**config.mk**
```make
export PLATFORM = sky130hd
export DESIGN_NAME = vec_op_sequencer_flat
export DESIGN_NICKNAME = d
export VERILOG_FILES = /design/src/rtl/vec_op_sequencer_pkg.sv /design/src/rtl/vec_op_sequencer_if.sv /design/src/rtl/vec_op_sequencer_lane_mux.sv /design/src/rtl/vec_op_sequencer.sv /design/src/flat_wrapper.sv
export SDC_FILE = /design/constraint.sdc
export NUM_CORES = 1
export LEC_CHECK = 0
export BUFFER_PORTS_ARGS = -buffer_cell sky130_fd_sc_hd__clkbuf_2
export CORE_UTILIZATION = 40
export CTS_CLUSTER_DIAMETER = 40
export CTS_CLUSTER_SIZE = 12
export DETAILED_ROUTE_END_ITERATION = 8
export PLACE_DENSITY = 0.79
export SLEW_MARGIN = 20
export SYNTH_ARGS = -nofsm -noshare
export SYNTH_HDL_FRONTEND = slang
export SYNTH_SLANG_ARGS = --single-unit
```
**constraint.sdc**
```tcl
create_clock -name clk -period 7.6 [get_ports clk]
set_input_delay 0 -clock clk [delete_from_list [all_inputs] [get_ports clk]]
set_output_delay 0 -clock clk [all_outputs]
set_load 0.03 [all_outputs]
```
**src/rtl/vec_op_sequencer_pkg.sv**
```systemverilog
// Shared types and encodings for the packed-lane vector sequencer.
package vec_pkg;

    typedef enum logic [1:0] {IDLE, EXEC, SHIFT, DONE} state_e;

    localparam logic [6:0] OPC_VEC = 7'b0001011;
    localparam logic [2:0] F3_ADDV = 3'b000;
    localparam logic [2:0] F3_AVGV = 3'b001;
    localparam logic [2:0] ALU_ADD = 3'b000;
    localparam logic [2:0] ALU_SRL = 3'b011;

    function automatic logic f3_legal(input logic [2:0] f3);
        return (f3 == F3_ADDV) || (f3 == F3_AVGV);
    endfunction

endpackage

```
**src/rtl/vec_op_sequencer_if.sv**
```systemverilog
// Core-side bundle of the sequencer: decode/regfile inputs, ALU borrow path, writeback.
interface vec_op_sequencer_if #(parameter int XLEN = 32);
    logic            start;
    logic [2:0]      funct3;
    logic [XLEN-1:0] src_a;
    logic [XLEN-1:0] src_b;
    logic [4:0]      rd;
    logic            alu_req;
    logic [XLEN-1:0] alu_a;
    logic [XLEN-1:0] alu_b;
    logic [2:0]      alu_op;
    logic [XLEN-1:0] alu_y;
    logic            busy;
    logic            done;
    logic [XLEN-1:0] result;
    logic            wb_en;
    logic [4:0]      wb_rd;
    logic            illegal;

    modport master (
        output start, funct3, src_a, src_b, rd, alu_y,
        input  alu_req, alu_a, alu_b, alu_op, busy, done, result, wb_en, wb_rd, illegal
    );

    modport slave (
        input  start, funct3, src_a, src_b, rd, alu_y,
        output alu_req, alu_a, alu_b, alu_op, busy, done, result, wb_en, wb_rd, illegal
    );
endinterface

```
**src/rtl/vec_op_sequencer_lane_mux.sv**
```systemverilog
// Selects lane k of a packed word and zero-extends it to the full datapath width.
module vec_lane_mux #(
    parameter int XLEN   = 32,
    parameter int LANE_W = 8,
    parameter int KW     = 2
) (
    input  logic [XLEN-1:0] word_i,
    input  logic [KW-1:0]   k_i,
    output logic [XLEN-1:0] lane_o
);
    assign lane_o = XLEN'(word_i[k_i*LANE_W +: LANE_W]);
endmodule

```
**src/rtl/vec_op_sequencer.sv**
```systemverilog
// ADD_V / AVG_V sequencer that borrows the core ALU one lane per pass.
// Define VEC_SAT_EN to make ADD_V saturate each lane instead of wrapping.
module vec_op_sequencer
    import vec_pkg::*;
#(
    parameter int XLEN   = 32,
    parameter int LANE_W = 8
) (
    input  logic clk,
    input  logic reset,
    vec_op_sequencer_if.slave bus
);
    localparam int LANES = XLEN / LANE_W;
    localparam int KW    = (LANES > 1) ? $clog2(LANES) : 1;

    state_e            state_q;
    logic [KW-1:0]     k_q;
    logic [XLEN-1:0]   a_q, b_q, result_q;
    logic [4:0]        rd_q, wb_rd_q;
    logic              avg_q, done_q, wb_en_q, illegal_q;
    logic [LANE_W:0]   sum_q;

    logic [XLEN-1:0]   lane_a, lane_b;
    logic [LANE_W:0]   sum_d;
    logic [LANE_W-1:0] lane_d;
    logic              lane_wr_d, last_d;
    logic              unused_alu_hi;

    vec_lane_mux #(.XLEN(XLEN), .LANE_W(LANE_W), .KW(KW)) u_mux_a (
        .word_i(a_q), .k_i(k_q), .lane_o(lane_a));
    vec_lane_mux #(.XLEN(XLEN), .LANE_W(LANE_W), .KW(KW)) u_mux_b (
        .word_i(b_q), .k_i(k_q), .lane_o(lane_b));

    assign sum_d         = bus.alu_y[LANE_W:0];
    assign last_d        = (k_q == KW'(LANES - 1));
    assign unused_alu_hi = ^bus.alu_y[XLEN-1:LANE_W+1];

    // Lane writeback value: add result in EXEC (ADD_V only), shifted sum in SHIFT.
    always_comb begin
        lane_wr_d = 1'b0;
        lane_d    = '0;
        if (state_q == EXEC && !avg_q) begin
            lane_wr_d = 1'b1;
`ifdef VEC_SAT_EN
            lane_d    = sum_d[LANE_W] ? '1 : sum_d[LANE_W-1:0];
`else
            lane_d    = sum_d[LANE_W-1:0];
`endif
        end else if (state_q == SHIFT) begin
            lane_wr_d = 1'b1;
            lane_d    = bus.alu_y[LANE_W-1:0];
        end
    end

    always_comb begin
        bus.alu_req = 1'b0;
        bus.alu_a   = '0;
        bus.alu_b   = '0;
        bus.alu_op  = '0;
        case (state_q)
            EXEC: begin
                bus.alu_req = 1'b1;
                bus.alu_a   = lane_a;
                bus.alu_b   = lane_b;
                bus.alu_op  = ALU_ADD;
            end
            SHIFT: begin
                bus.alu_req = 1'b1;
                bus.alu_a   = XLEN'(sum_q);
                bus.alu_b   = XLEN'(1);
                bus.alu_op  = ALU_SRL;
            end
            default: ;
        endcase
    end

    // busy rises combinationally with an accepted start so fetch stalls that same cycle.
    assign bus.busy    = (state_q == IDLE && bus.start && f3_legal(bus.funct3))
                       || state_q == EXEC || state_q == SHIFT;
    assign bus.done    = done_q;
    assign bus.result  = result_q;
    assign bus.wb_en   = wb_en_q;
    assign bus.wb_rd   = wb_rd_q;
    assign bus.illegal = illegal_q;

    always_ff @(posedge clk) begin
        if (reset) begin
            state_q   <= IDLE;
            k_q       <= '0;
            a_q       <= '0;
            b_q       <= '0;
            rd_q      <= '0;
            avg_q     <= 1'b0;
            sum_q     <= '0;
            result_q  <= '0;
            done_q    <= 1'b0;
            wb_en_q   <= 1'b0;
            wb_rd_q   <= '0;
            illegal_q <= 1'b0;
        end else begin
            done_q    <= 1'b0;
            wb_en_q   <= 1'b0;
            wb_rd_q   <= '0;
            illegal_q <= 1'b0;
            if (lane_wr_d) result_q[k_q*LANE_W +: LANE_W] <= lane_d;
            case (state_q)
                IDLE: if (bus.start) begin
                    if (f3_legal(bus.funct3)) begin
                        a_q      <= bus.src_a;
                        b_q      <= bus.src_b;
                        rd_q     <= bus.rd;
                        avg_q    <= (bus.funct3 == F3_AVGV);
                        result_q <= '0;
                        k_q      <= '0;
                        state_q  <= EXEC;
                    end else begin
                        illegal_q <= 1'b1;
                    end
                end
                EXEC, SHIFT: begin
                    if (state_q == EXEC && avg_q) begin
                        sum_q   <= sum_d;
                        state_q <= SHIFT;
                    end else if (last_d) begin
                        state_q <= DONE;
                        done_q  <= 1'b1;
                        wb_en_q <= (rd_q != 5'd0);
                        wb_rd_q <= rd_q;
                    end else begin
                        k_q     <= k_q + 1'b1;
                        state_q <= EXEC;
                    end
                end
                DONE: state_q <= IDLE;
                default: state_q <= IDLE;
            endcase
        end
    end
endmodule

```
**src/flat_wrapper.sv**
```systemverilog
// flat-port wrapper written by rule: the top's interface ports become plain ports
module vec_op_sequencer_flat import vec_pkg::*;
#(
    parameter int XLEN   = 32,
    parameter int LANE_W = 8
)
  (clk, reset, bus_start, bus_funct3, bus_src_a, bus_src_b, bus_rd, bus_alu_y, bus_alu_req, bus_alu_a, bus_alu_b, bus_alu_op, bus_busy, bus_done, bus_result, bus_wb_en, bus_wb_rd, bus_illegal);
  vec_op_sequencer_if #(.XLEN(XLEN)) bus_i ();
  input  logic clk;
  input  logic reset;
  input wire logic [$bits(bus_i.start)-1:0] bus_start;
  input wire logic [$bits(bus_i.funct3)-1:0] bus_funct3;
  input wire logic [$bits(bus_i.src_a)-1:0] bus_src_a;
  input wire logic [$bits(bus_i.src_b)-1:0] bus_src_b;
  input wire logic [$bits(bus_i.rd)-1:0] bus_rd;
  input wire logic [$bits(bus_i.alu_y)-1:0] bus_alu_y;
  output wire logic [$bits(bus_i.alu_req)-1:0] bus_alu_req;
  output wire logic [$bits(bus_i.alu_a)-1:0] bus_alu_a;
  output wire logic [$bits(bus_i.alu_b)-1:0] bus_alu_b;
  output wire logic [$bits(bus_i.alu_op)-1:0] bus_alu_op;
  output wire logic [$bits(bus_i.busy)-1:0] bus_busy;
  output wire logic [$bits(bus_i.done)-1:0] bus_done;
  output wire logic [$bits(bus_i.result)-1:0] bus_result;
  output wire logic [$bits(bus_i.wb_en)-1:0] bus_wb_en;
  output wire logic [$bits(bus_i.wb_rd)-1:0] bus_wb_rd;
  output wire logic [$bits(bus_i.illegal)-1:0] bus_illegal;
  assign bus_i.start = bus_start;
  assign bus_i.funct3 = bus_funct3;
  assign bus_i.src_a = bus_src_a;
  assign bus_i.src_b = bus_src_b;
  assign bus_i.rd = bus_rd;
  assign bus_i.alu_y = bus_alu_y;
  assign bus_alu_req = bus_i.alu_req;
  assign bus_alu_a = bus_i.alu_a;
  assign bus_alu_b = bus_i.alu_b;
  assign bus_alu_op = bus_i.alu_op;
  assign bus_busy = bus_i.busy;
  assign bus_done = bus_i.done;
  assign bus_result = bus_i.result;
  assign bus_wb_en = bus_i.wb_en;
  assign bus_wb_rd = bus_i.wb_rd;
  assign bus_illegal = bus_i.illegal;
  vec_op_sequencer #(.XLEN(XLEN), .LANE_W(LANE_W)) u_core (.clk(clk), .reset(reset), .bus(bus_i));
endmodule
```
Word level (Yosys, flattened, before mapping). Index checks and enable logic that the tools add are counted.

Add/subtract/negate cells: 2. Multipliers: 0. Divide/modulo/power cells: 0. Magnitude comparators: 0. Equal/unequal tests: 9. Shift-type cells: 4. Multiplexer cells: 25. Bitwise gates (word level): 4. Reduce and logical (&&, ||, !) cells: 20.

Operators with widths (number): $mux 32 (4); $shiftx 32x6->8 (2); $neg 5->34 (1); $shift 8x34->32 const A (1); $shiftx 8x34->32 (1); $bwmux 32 (1); $mux 2 (9); $pmux 9 s2 (1); $mux 8 (2); $pmux 8 s2 (1); $ne 2x2->1 const B (4); $eq 2x2->1 const B (3); $pmux 2 s3 (1); $reduce_or 3->1 (2); $mux 1 (5); $reduce_and 5->1 (1); $reduce_bool 5->1 (1); $logic_and 1x1->1 (4); $not 1->1 (4); $pmux 2 s2 (1); $reduce_and 2->1 (2); $reduce_or 4->1 (1); $eq 3x1->1 const B (1); $logic_not 3->1 (1); other kinds (8) (10).

Register bits: 123. Bits in latches: 0. RAM bits: 0. Bits in read-only memories: 0. Bits of input ports: 107. Output and inout bits: 109. Logic and storage cells: 76. Memories: 0.

Depth between registers and ports, before layout. Gate-level depths: netlist of run 1.

Word-level depth: 9. Gate-level depth with buffers: 9. Depth with buffers taken out: 6.

Cells and area by module. From an unflattened synthesis of run 1, not the netlist that was laid out.

Cells, all modules: 665. Area total of the unflattened synthesis: 5667.9 um^2.

Modules (own cells, without submodules): vec_op_sequencer (instances 1, cells an instance 595, area each 4907.2 um^2, sequential area each 2462.4 um^2); vec_lane_mux (instances 2, cells an instance 35, area each 380.4 um^2, sequential area each 0.0 um^2).

Least setup slack after synthesis of run 1. OpenSTA, ideal clock, no wires.

Kind: register to register. From: register u_core.k_q[1]. To: register u_core.result_q[6], in the netlist u_core.bus.result[6]. Setup time: 0.071 ns. Data arrival time: 2.325 ns. Required time: 7.529 ns. Slack: 5.204 ns. Cell stages (with the launch flop): 8. Buffers on the path: 2. Period minus slack after synthesis: 2.396 ns. Cell sequence: dfxtp_1 clkbuf_1 buf_1 inv_1 ha_1 nor3b_1 o2111ai_1 a21oi_1.

Cells in the longest elaborated chain, start to end: 7. Elaborated cells between the ends (all ways): 8. Those cells by class: add/sub (1); shift (2); mux (5).

RTL lines: start: declaration (line vec_op_sequencer.sv:17) `logic [KW-1:0] k_q;`; start signal: assignment (line vec_op_sequencer.sv:130) `k_q <= k_q + 1'b1;`; $neg 5->34 * (line vec_op_sequencer.sv:105) `if (lane_wr_d) result_q[k_q*LANE_W +: LANE_W] <= lane_d;`; $shiftx 8x34->32 or $shift 8x34->32 (tied branches) (line vec_op_sequencer.sv:105); $bwmux 32 * (line vec_op_sequencer.sv:105); $mux 32 * (line vec_op_sequencer.sv:105); $mux 32 (line vec_op_sequencer.sv:108) `if (f3_legal(bus.funct3)) begin`; $mux 32 (line vec_op_sequencer.sv:107) `IDLE: if (bus.start) begin`; $mux 32 * (line vec_op_sequencer.sv:106) `case (state_q)`; end signal: indexed assignment (line vec_op_sequencer.sv:105); end: declaration (line vec_op_sequencer.sv:18) `logic [XLEN-1:0] a_q, b_q, result_q;`.

Mark *: on every way between the ends. The rest lies on a longest branch, timed or not. A chain may end at the register's enable or synchronous reset.

Final worst setup path of run 1.
From: register u_core.state_q[0]. To: output port bus_busy.

Cells in the longest elaborated chain, start to end: 5. Elaborated cells between the ends (all ways): 7. Those cells by class: eq/ne (2); reduce/logical (5).

RTL lines: start: declaration (line vec_op_sequencer.sv:16) `state_e state_q;`; start signal: assignment (line vec_op_sequencer.sv:88) `state_q <= IDLE;`; start signal: assignment (line vec_op_sequencer.sv:115) `state_q <= EXEC;`; start signal: assignment (line vec_op_sequencer.sv:123) `state_q <= SHIFT;`; $logic_not 2->1 (line vec_op_sequencer.sv:78) `assign bus.busy = (state_q == IDLE && bus.start && f3_legal(bus.funct3))`; $logic_and 1x1->1 (2 in series) (line vec_op_sequencer.sv:78); $logic_or 1x1->1 (line vec_op_sequencer.sv:79) `|| state_q == EXEC || state_q == SHIFT;`; $logic_or 1x1->1 * (line vec_op_sequencer.sv:79); end: declaration (line flat_wrapper.sv:21) `output wire logic [$bits(bus_i.busy)-1:0] bus_busy;`.

Marked as above.

==> impl_summary.log, run 1 <==
[metrics] Register-to-Register Path Depth: 6
[metrics] tightest hold margin: slightly below 0.02 ns
[metrics] Power Dens Cells: around 230 nW/µm²
[metrics] die span in y: ~120 µm
[metrics] post-placement cell area: about 6000 µm²
[metrics] Netlist cell types: 37
[metrics] effective utilization at floorplan: roughly two fifths
[metrics] number of synthesis warnings: 0
[metrics] die outline width: ~120 µm
[metrics] fraction of the cycle the final worst path needs: around a third
[metrics] maximum resistive drop on vdd: ~210 µV
[metrics] net switching share of the total power: a little over a quarter
[metrics] Final Slew Violations: 0
[metrics] maximum number of pins on one net before global-route repair: 87
[metrics] NetSw: 0.451 mW
[metrics] top-level port count: around 220
[metrics] number of antenna violations at the first check in global routing: 1
[metrics] via-per-instance ratio: a little under 5
[metrics] DP Wirelength: ~9 mm
[metrics] required time of the critical path: 7.60 ns
[metrics] standard-cell rows: ~40
[metrics] overflow left after global routing: 0
[metrics] number of buffers inserted during clock tree synthesis: 17
[metrics] fill cell total of the finished layout: around 1.1k
[metrics] setup bufs post-CTS: 0
[metrics] sequential share of the synthesized area: between 40% and 50%
[metrics] maximum level of the CTS H-tree: 4
[metrics] final estimated routing congestion in global placement: between 0.7 and 0.8
[metrics] netlist area before placement: roughly 5400 µm²
[metrics] crit path cell chain: inv_1, ha_1, nor4bb_4, buf_4, or3_1, clkbuf_2
[metrics] count of vias placed by the detailed router: 4937
[metrics] cell count after synthesis: ~610
[metrics] mean area per synthesized cell: 8.86 µm²
[metrics] share of final-layout standard cells stronger than drive strength 1: 24.9%
[metrics] post-layout min period: about 2.7 ns
[metrics] number of synthesized flops with an enable pin: 0
[metrics] status: finished, final reports clean
[metrics] Bufs on Longest Clock Path: 2
[metrics] final net count: roughly 900
[metrics] endpoint class of the critical path: output port
[metrics] post-route design area: between 7000 and 8000 µm²
[metrics] library cell contributing the largest single delay on the critical path: buf_4
[metrics] # setup viols final: 0
[metrics] buffer type at the clock tree root: clkbuf_16
[metrics] count of input and output buffers: 144
[metrics] number of DRC violations after detailed routing: 0
[metrics] Clock Skews: around 0.007 ns
[metrics] Max Clock Freq: between 0.3 and 0.4 GHz
[metrics] total wire length: about 15 mm
[metrics] filler-free cell count of the finished design: approximately 1000
[metrics] die area: about 14000 µm²
[metrics] clock sink count: ~120
[metrics] portion of total power attributed to the clock network: between 40 and 50%
[metrics] relative area change from synthesis to final layout: 38.6%
[metrics] transition time at the pin with the least slew margin: about 0.9 ns
[metrics] arrival time at the worst endpoint: ~2.7 ns
[metrics] overall routing resource usage: between 20% and 30%
[metrics] area taken by multi-input logic gates: 2540 µm²
[metrics] worst hold path stage count: 3
[metrics] fraction of registers with async set/reset: 0%
[metrics] worst-skew pair later-pin latency: approximately 0.42 ns
[metrics] worst slew margin relative to its limit: slightly below 40%
[metrics] drt pass-1 iters: 5
[metrics] leakage power summed over all cells: 3.08 nW
[metrics] largest fanout on the critical path: 71
[metrics] initial detailed-routing violation count: roughly 450
[metrics] sequential share of power: between 30% and 40%
[metrics] class of the most critical hold timing path: in -> reg
[metrics] final routed wire length divided by cell count: 15.0 µm
[metrics] TritonCTS clock tree: done
[metrics] RSZ-0062 raised after global routing: no
[metrics] setup_tns: 0 ns
[metrics] Hold Vio Cnt, Final: 0
[metrics] crit start category: register
[metrics] cell-internal power: between 1 and 1.5 mW
[metrics] number of max-capacitance violations reported: 0
[metrics] portion of total power attributed to combinational logic: between 10 and 15%
[metrics] top flip-flop cell by instance count after synthesis: dfxtp_1
[metrics] wire length of the first global-routing pass: between 20 and 25 mm
[metrics] flops & latches, synth: 123
[metrics] clock slew at the register clock pins of the worst setup and hold paths: ~0.06 ns
[metrics] core region area: approximately 13000 µm²
[metrics] most used cells in the layout excluding fill and tap cells: 169 x nand2_1, 143 x clkbuf_2, 123 x dfxtp_1, 90 x a21oi_1, 81 x dlygate4sd3_1
[metrics] leading cell type in the layout, fill and taps excluded: nand2_1
[metrics] Reg area: between 2000 and 2500 µm²
[metrics] number of global-route vias before repair: 4768
[metrics] largest stage delay on the critical path: approximately 0.60 ns
[metrics] count of nets left with antenna violations after detail routing: 0
[metrics] Cell Count Post-Placement: 882
[metrics] Critical Setup Path Class: reg -> out
[metal layers]
layer	up-vias	GRT usage, %	share of wire, %
li1	2407	-	-
met1	2312	25.3	42
met2	173	36.2	50
met3	45	5.72	4.4
met4	0	11.5	3.3
met5	-	0	0
[final cells by class]
| type | instances | share of cell area [%] |
|---|---|---|
| sequential | 123 | 33.2 |
| timing repair buffer | 231 | 21.2 |
| tap | 172 | 2.90 |
| multi-input combinational | 433 | 34.1 |
| inverter | 4 | 0.202 |
| clock buffer | 19 | 6.10 |
| clock inverter | 13 | 2.24 |
| antenna | 1 | 0.0337 |
[registers in the layout, summed over array words and instances, names as in the netlist, 2 cells and up]
name and flops:
u_core.a_q 32, u_core.rd_q 5, u_core.b_q 32, u_core.k_q 2, u_core.bus.result 32, u_core.sum_q 9, u_core.state_q 2, u_core.bus.wb_rd 5
[through the flow]
| stage | power [mW] | worst slack [ns] | utilization [%] |
|---|---|---|---|
| floorplan | 0.829 | 5.20 | - |
| global placement | 0.863 | 5.17 | 46.7 |
| detailed placement | 0.866 | 5.11 | 46.7 |
| CTS | 1.74 | 4.91 | 57.9 |
| global route | 1.79 | 4.71 | 57.9 |
| finish | 1.73 | 4.92 | 57.9 |
[Yosys cell counts (4+ instances only)]
cell type    n  share of area [%]
ha_1        10                2.3
dfxtp_1    123                 46
o21a_1       4               0.56
and2_1       7               0.82
a22oi_1      8                1.1
and3_1       8               0.93
mux4_2      16                6.7
a21oi_1     90                8.4
buf_4       49                6.9
nand2_1    169                 12
inv_1        4               0.28
clkbuf_1    36                2.5
nor2_1      12               0.84
nand3_1      5               0.47
a32o_1      24                4.5
o2111ai_1    8                1.3
[logic make-up after synthesis]
kind of cell	share of synthesized area (%)
AOI/OAI and AO/OA	16.8
adders and majority gates	2.34
buffers and inverters	10.4
DFF	46.0
muxes	6.73
other	0.0700
and+or+nand+nor	17.7
[critical path, delay by kind of cell, from the launching register on]
family / cells / cell delay [ns]
DFF: 1 / 0.33
adders and majority gates: 1 / 0.34
and+or+nand+nor: 2 / 0.60
buffers and inverters: 3 / 0.91
[power by group through the flow]
stage | clock [mW] | sequential [mW] | combinational [mW]
2_1_floorplan | 0 | 0.693 | 0.136
6_report | 0.839 | 0.674 | 0.215
5_1_grt | 0.882 | 0.676 | 0.232
3_5_place_dp | 0 | 0.688 | 0.178
3_3_place_gp | 0 | 0.686 | 0.177
4_1_cts | 0.851 | 0.674 | 0.212
[timing repair]
action                                  in CTS  in global routing
resized for setup                            0                  0
endpoints found under the setup margin       0                  0
endpoints found under the hold margin      112                  0
hold buffers                                81                  0
[path summary, 6_finish.rpt]
path	from	to	slack, ns
setup / recovery	u_core.state_q[0]$_SDFFE_PP0P_	bus_busy	4.92
hold / removal	bus_funct3[1]	u_core.state_q[0]$_SDFFE_PP0P_	0.02
setup reg to reg	u_core.k_q[0]$_SDFFE_PP0P_	u_core.bus.result[5]$_SDFF_PP0_	5.06
hold reg to reg	u_core.bus.result[3]$_SDFF_PP0_	u_core.bus.result[3]$_SDFF_PP0_	0.45
No activity file was read; power rests on OpenSTA's default activity.
==> inputs of run 2 (changes only) <==
PLACE_DENSITY = 0.82   (was 0.79)
clock period = 2.4 ns   (was 7.6 ns; I/O delays follow)
==> impl_summary.log, run 2 (same netlist as run 1, synthesis figures left out) <==
[metrics] relative area change from synthesis to final layout: 39.9%
[metrics] top-level port count: between 200 and 250
[metrics] number of antenna violations at the first check in global routing: 1
[metrics] setup_tns: 0 ns
[metrics] Max Clock Freq: between 0.4 and 0.5 GHz
[metrics] count of nets left with antenna violations after detail routing: 0
[metrics] crit path cell chain: inv_1, ha_1, nor4bb_4, buf_4, or2_4, nor4_4, a32o_1
[metrics] leading cell type in the layout, fill and taps excluded: nand2_1
[metrics] worst-skew pair later-pin latency: between 0.4 and 0.5 ns
[metrics] number of buffers inserted during clock tree synthesis: 17
[metrics] R2R setup slack: 0.14 ns
[metrics] die outline width: between 100 and 150 µm
[metrics] count of vias placed by the detailed router: between 5k and 6k
[metrics] buffer type at the clock tree root: clkbuf_16
[metrics] total wire length: between 10 and 15 mm
[metrics] clock sink count: between 100 and 150
[metrics] final estimated routing congestion in global placement: 0.782
[metrics] overall routing resource usage: roughly a fifth
[metrics] largest fanout on the critical path: 20
[metrics] Register-to-Register Path Depth: 7
[metrics] arrival time at the worst endpoint: approximately 2.6 ns
[metrics] standard-cell rows: roughly 40
[metrics] share of final-layout standard cells stronger than drive strength 1: 25.3%
[metrics] post-layout util: 58.5%
[metrics] DP Wirelength: slightly above 9 mm
[metrics] worst slew margin relative to its limit: between 40% and 50%
[metrics] drt pass-1 iters: 5
[metrics] worst hold path stage count: 3
[metrics] fraction of the cycle the final worst path needs: between 90% and 100%
[metrics] worst reg2reg endpoint: u_core.bus.result[26]$_SDFF_PP0_
[metrics] number of DRC violations after detailed routing: 0
[metrics] tightest hold margin: around 0.025 ns
[metrics] # setup viols final: 0
[metrics] final routed wire length divided by cell count: between 10 and 15 µm
[metrics] RSZ-0062 raised after global routing: no
[metrics] crit start category: register
[metrics] worst r2r src: u_core.state_q[1]$_SDFFE_PP0P_
[metrics] clock slew at the register clock pins of the worst setup and hold paths: approximately 0.05 ns
[metrics] core region area: ~13000 µm²
[metrics] count of input and output buffers: 144
[metrics] wire length of the first global-routing pass: 23.3 mm
[metrics] Hold Crit Start: bus_funct3[2]
[metrics] worst setup margin: around 0.14 ns
[metrics] leakage power summed over all cells: 3.12 nW
[metrics] effective utilization at floorplan: 41.8%
[metrics] library cell contributing the largest single delay on the critical path: nor4_4
[metrics] Clock Skews: approximately 0.007 ns
[metrics] overflow left after global routing: 0
[metrics] most used cells in the layout excluding fill and tap cells: 169 x nand2_1, 143 x clkbuf_2, 123 x dfxtp_1, 90 x a21oi_1, 81 x dlygate4sd3_1
[metrics] Bufs on Longest Clock Path: 2
[metrics] number of max-capacitance violations reported: 0
[metrics] Setup WS pre-CTS: roughly 0.22 ns
[metrics] initial detailed-routing violation count: 358
[metrics] Final Slew Violations: 0
[metrics] transition time at the pin with the least slew margin: around 0.89 ns
[metrics] via-per-instance ratio: about 5
[metrics] number of global-route vias before repair: ~4.8k
[metrics] die span in y: 118 µm
[metrics] status: finished, final reports clean
[metrics] Power Dens Cells: 715 nW/µm²
[metrics] class of the most critical hold timing path: in -> reg
[metrics] post-layout min period: approximately 2.3 ns
[metrics] final net count: around 940
[metrics] destination of the worst hold path: u_core.state_q[0]$_SDFFE_PP0P_
[metrics] largest stage delay on the critical path: 0.53 ns
[metrics] maximum resistive drop on vdd: about 430 µV
[metrics] Hold Vio Cnt, Final: 0
[metrics] die area: roughly 14000 µm²
[metrics] maximum level of the CTS H-tree: 4
[metrics] Critical Setup Path Class: reg -> reg
[metrics] required time of the critical path: approximately 2.8 ns
[metrics] endpoint class of the critical path: register
[metrics] TritonCTS clock tree: done
[metrics] maximum number of pins on one net before global-route repair: between 80 and 90
-- run 2: cell type report --
type / count / area [µm²]
Multi-Input combinational cell: 433 / 2540
Clock buffer: 21 / 460
Antenna cell: 1 / 2.50
Inverter: 4 / 15.0
Timing Repair Buffer: 241 / 1690
Clock inverter: 8 / 120
Sequential cell: 123 / 2460
Fill cell: 1108 / 5330
Tap cell: 172 / 215
-- run 2: worst max path at each step --
stage	to	start
3_3_place_gp	bus_busy	u_core.state_q[0]$_SDFFE_PP0P_
2_1_floorplan	u_core.bus.result[6]$_SDFF_PP0_	u_core.k_q[1]$_SDFFE_PP0P_
6_report	u_core.bus.result[26]$_SDFF_PP0_	u_core.state_q[1]$_SDFFE_PP0P_
4_1_cts	bus_busy	u_core.state_q[0]$_SDFFE_PP0P_
3_5_place_dp	bus_busy	u_core.state_q[0]$_SDFFE_PP0P_
5_1_grt	u_core.bus.result[13]$_SDFF_PP0_	u_core.state_q[0]$_SDFFE_PP0P_
-- run 2: repair_timing --
item	CTS	global route
endpoints found under the hold margin	112	0
pin swaps	0	1
gates cloned	0	1
buffers inserted	0	2
endpoints found under the setup margin	1	1
hold buffers	81	0
resized for setup	3	1
-- run 2: report_power, final --
group | internal [mW] | leakage (nW) | switching [mW]
clock network | 1.66 | 0.281 | 0.862
registers | 2.10 | 0.996 | 0.0322
logic | 0.273 | 1.84 | 0.430
-- run 2: metal layers --
metal / global-route usage [%] / vias to the layer above / share of wire (%) / routed length [µm]
li1: - / 2424 / - / -
met1: 24.9 / 2331 / 42 / 6180
met2: 35.8 / 210 / 50 / 7300
met3: 4.51 / 49 / 4.6 / 681
met4: 12.0 / 0 / 3.6 / 527
met5: 0 / - / 0 / 0
-- run 2: critical path, delay by kind of cell (launching register included) --
family          cells  cell delay (ns)
buf+inv             2             0.21
compound gates      1             0.25
flops               1             0.38
simple gates        3             1.06
fa+ha+maj           1             0.28
-- run 2: per-stage QoR --
stage | power, mW | std cells | area, µm²
floorplan | 2.62 | 652 | 5530
global placement | 2.75 | 889 | 6060
detailed placement | 2.76 | 889 | 6060
CTS | 5.40 | 999 | 7460
global route | 5.57 | 1003 | 7500
finish | 5.36 | 1003 | 7500
==> inputs of run 3 (changes only) <==
CTS_BUF_LIST = sky130_fd_sc_hd__clkbuf_8   (was not set)
TNS_END_PERCENT = 10   (was not set)
==> impl_summary.log, run 3 (same netlist as run 1, synthesis figures left out) <==
[metrics] worst slew margin relative to its limit: 40.7%
[metrics] Bufs on Longest Clock Path: 2
[metrics] Final Slew Violations: 0
[metrics] endpoint class of the critical path: register
[metrics] number of DRC violations after detailed routing: 0
[metrics] wire length of the first global-routing pass: 23.3 mm
[metrics] die area: ~14000 µm²
[metrics] portion of total power attributed to combinational logic: between 10% and 20%
[metrics] TritonCTS clock tree: done
[metrics] core region area: 12800 µm²
[metrics] arrival time at the worst endpoint: about 2.6 ns
[metrics] largest fanout on the critical path: 20
[metrics] total wire length: around 15 mm
[metrics] effective utilization at floorplan: between 40% and 50%
[metrics] drt pass-1 iters: 5
[metrics] share of final-layout standard cells stronger than drive strength 1: about a quarter
[metrics] maximum level of the CTS H-tree: 4
[metrics] Clock Skews: about 0.0077 ns
[metrics] crit path cell chain: inv_1, ha_1, nor4bb_4, buf_4, or2_4, nor4_4, a32o_1
[metrics] RSZ-0062 raised after global routing: no
[metrics] number of antenna violations at the first check in global routing: 1
[metrics] count of input and output buffers: about 140
[metrics] overflow left after global routing: 0
[metrics] number of buffers inserted during clock tree synthesis: 17
[metrics] status: finished, final reports clean
[metrics] top-level port count: about 220
[metrics] via-per-instance ratio: between 5 and 6
[metrics] Reg area: between 2000 and 2500 µm²
[metrics] crit start category: register
[metrics] maximum number of pins on one net before global-route repair: 86
[metrics] cell-internal power: about 3.4 mW
[metrics] class of the most critical hold timing path: in -> reg
[metrics] clock slew at the register clock pins of the worst setup and hold paths: roughly 0.07 ns
[metrics] fill cell total of the finished layout: between 1k and 1.5k
[metrics] worst setup margin: 0.139 ns
[metrics] leading cell type in the layout, fill and taps excluded: nand2_1
[metrics] Setup WS pre-CTS: approximately 0.22 ns
[metrics] Power Dens Cells: around 640 nW/µm²
[metrics] setup_tns: 0 ns
[metrics] number of max-capacitance violations reported: 0
[metrics] largest stage delay on the critical path: 0.52 ns
[metrics] worst-skew pair later-pin latency: roughly 0.43 ns
[metrics] post-layout min period: about 2.3 ns
[metrics] final routed wire length divided by cell count: 14.7 µm
[metrics] transition time at the pin with the least slew margin: just under 0.9 ns
[metrics] standard-cell rows: just over 40
[metrics] die outline width: between 100 and 150 µm
[metrics] Worst path top cell family by delay: simple AND/OR/NAND/NOR gates
[metrics] Critical Setup Path Class: reg -> reg
[metrics] DP Wirelength: approximately 9 mm
[metrics] leakage power summed over all cells: 3.04 nW
[metrics] portion of total power attributed to the clock network: about two fifths
[metrics] required time of the critical path: ~2.8 ns
[metrics] overall routing resource usage: a little over a fifth
[metrics] die span in y: ~120 µm
[metrics] library cell contributing the largest single delay on the critical path: nor4_4
[metrics] net switching share of the total power: between 20% and 30%
[metrics] final estimated routing congestion in global placement: 0.782
[metrics] count of vias placed by the detailed router: a little over 5k
[metrics] # setup viols final: 0
[metrics] fraction of the cycle the final worst path needs: 94.2%
[metrics] final net count: about 940
[metrics] buffer type at the clock tree root: clkbuf_8
[metrics] relative area change from synthesis to final layout: 36.6%
[metrics] number of global-route vias before repair: 4741
[metrics] sequential share of power: 45.7%
[metrics] NetSw: 1.24 mW
[metrics] maximum resistive drop on vdd: about 300 µV
[metrics] count of nets left with antenna violations after detail routing: 0
[metrics] clock sink count: roughly 120
[metrics] most used cells in the layout excluding fill and tap cells: 169 x nand2_1, 143 x clkbuf_2, 123 x dfxtp_1, 90 x a21oi_1, 83 x dlygate4sd3_1
[metrics] initial detailed-routing violation count: 337
[metrics] area taken by multi-input logic gates: 2540 µm²
[metrics] Max Clock Freq: 0.442 GHz
[metrics] WP buf/inv: 2
[metrics] Hold Vio Cnt, Final: 0
[run 3: final timing paths]
path	startpoint	to	slack, ns	cells past startpoint
worst min register to register	u_core.b_q[17]$_SDFFE_PP0P_	u_core.b_q[17]$_SDFFE_PP0P_	0.45	2
worst max register to register	u_core.state_q[0]$_SDFFE_PP0P_	u_core.bus.result[26]$_SDFF_PP0_	0.14	7
worst max-delay path	u_core.state_q[0]$_SDFFE_PP0P_	u_core.bus.result[26]$_SDFF_PP0_	0.14	7
worst min-delay path	reset	u_core.bus.result[7]$_SDFF_PP0_	0.06	3
[run 3: final cells by class]
class	count	share of cell area, %
antenna	1	0.0342
clock buffer	19	3.57
clock inverter	10	1.74
inverter	4	0.205
multi-input combinational	433	34.7
sequential	123	33.6
tap	172	2.94
timing repair buffer	242	23.2
[run 3: metrics by stage]
stage | instance area (µm²) | total power, mW | hold WS [ns] | utilization, % | cells
final | 7320 | 4.66 | 0.0590 | 57.1 | 1004
after global routing | 7320 | 4.87 | 0.0667 | 57.1 | 1004
after detailed placement | 6060 | 2.76 | 0.227 | 47.2 | 889
after floorplan | 5530 | 2.62 | 0.118 | - | 652
after global placement | 6060 | 2.75 | 0.228 | 47.2 | 889
after CTS | 7290 | 4.69 | 0.0315 | 56.9 | 1001
[run 3: timing repair]
action / 4_1_cts / 5_1_grt
resized for setup: 3 / 1
gates cloned: 0 / 1
setup buffers: 0 / 1
endpoints found under the hold margin: 113 / 0
hold buffers: 83 / 0
pin swaps: 0 / 1
setup endpoints to repair: 1 / 1
[run 3: metal layers]
metal  share of wire (%)  GRT usage (%)  vias up
met5                   0              0        -
met4                 3.0           11.1        0
met3                 5.2           4.84       34
met2                  49           36.3      203
met1                  42           25.0     2355
li1                    -              -     2434
[run 3: worst register-to-register path, stage by stage (launching register included)]
cell,delay [ns]
dfxtp_1,0.36
inv_1,0.09
ha_1,0.30
nor4bb_4,0.20
buf_4,0.15
or2_4,0.34
nor4_4,0.53
a32o_1,0.25
[run 3: power by group through the flow]
stage / clock network (mW) / logic [mW] / registers [mW]
4_1_cts: 1.86 / 0.690 / 2.13
6_report: 1.82 / 0.705 / 2.13
3_5_place_dp: 0 / 0.580 / 2.18
5_1_grt: 1.97 / 0.761 / 2.14
2_1_floorplan: 0 / 0.431 / 2.19
3_3_place_gp: 0 / 0.573 / 2.18
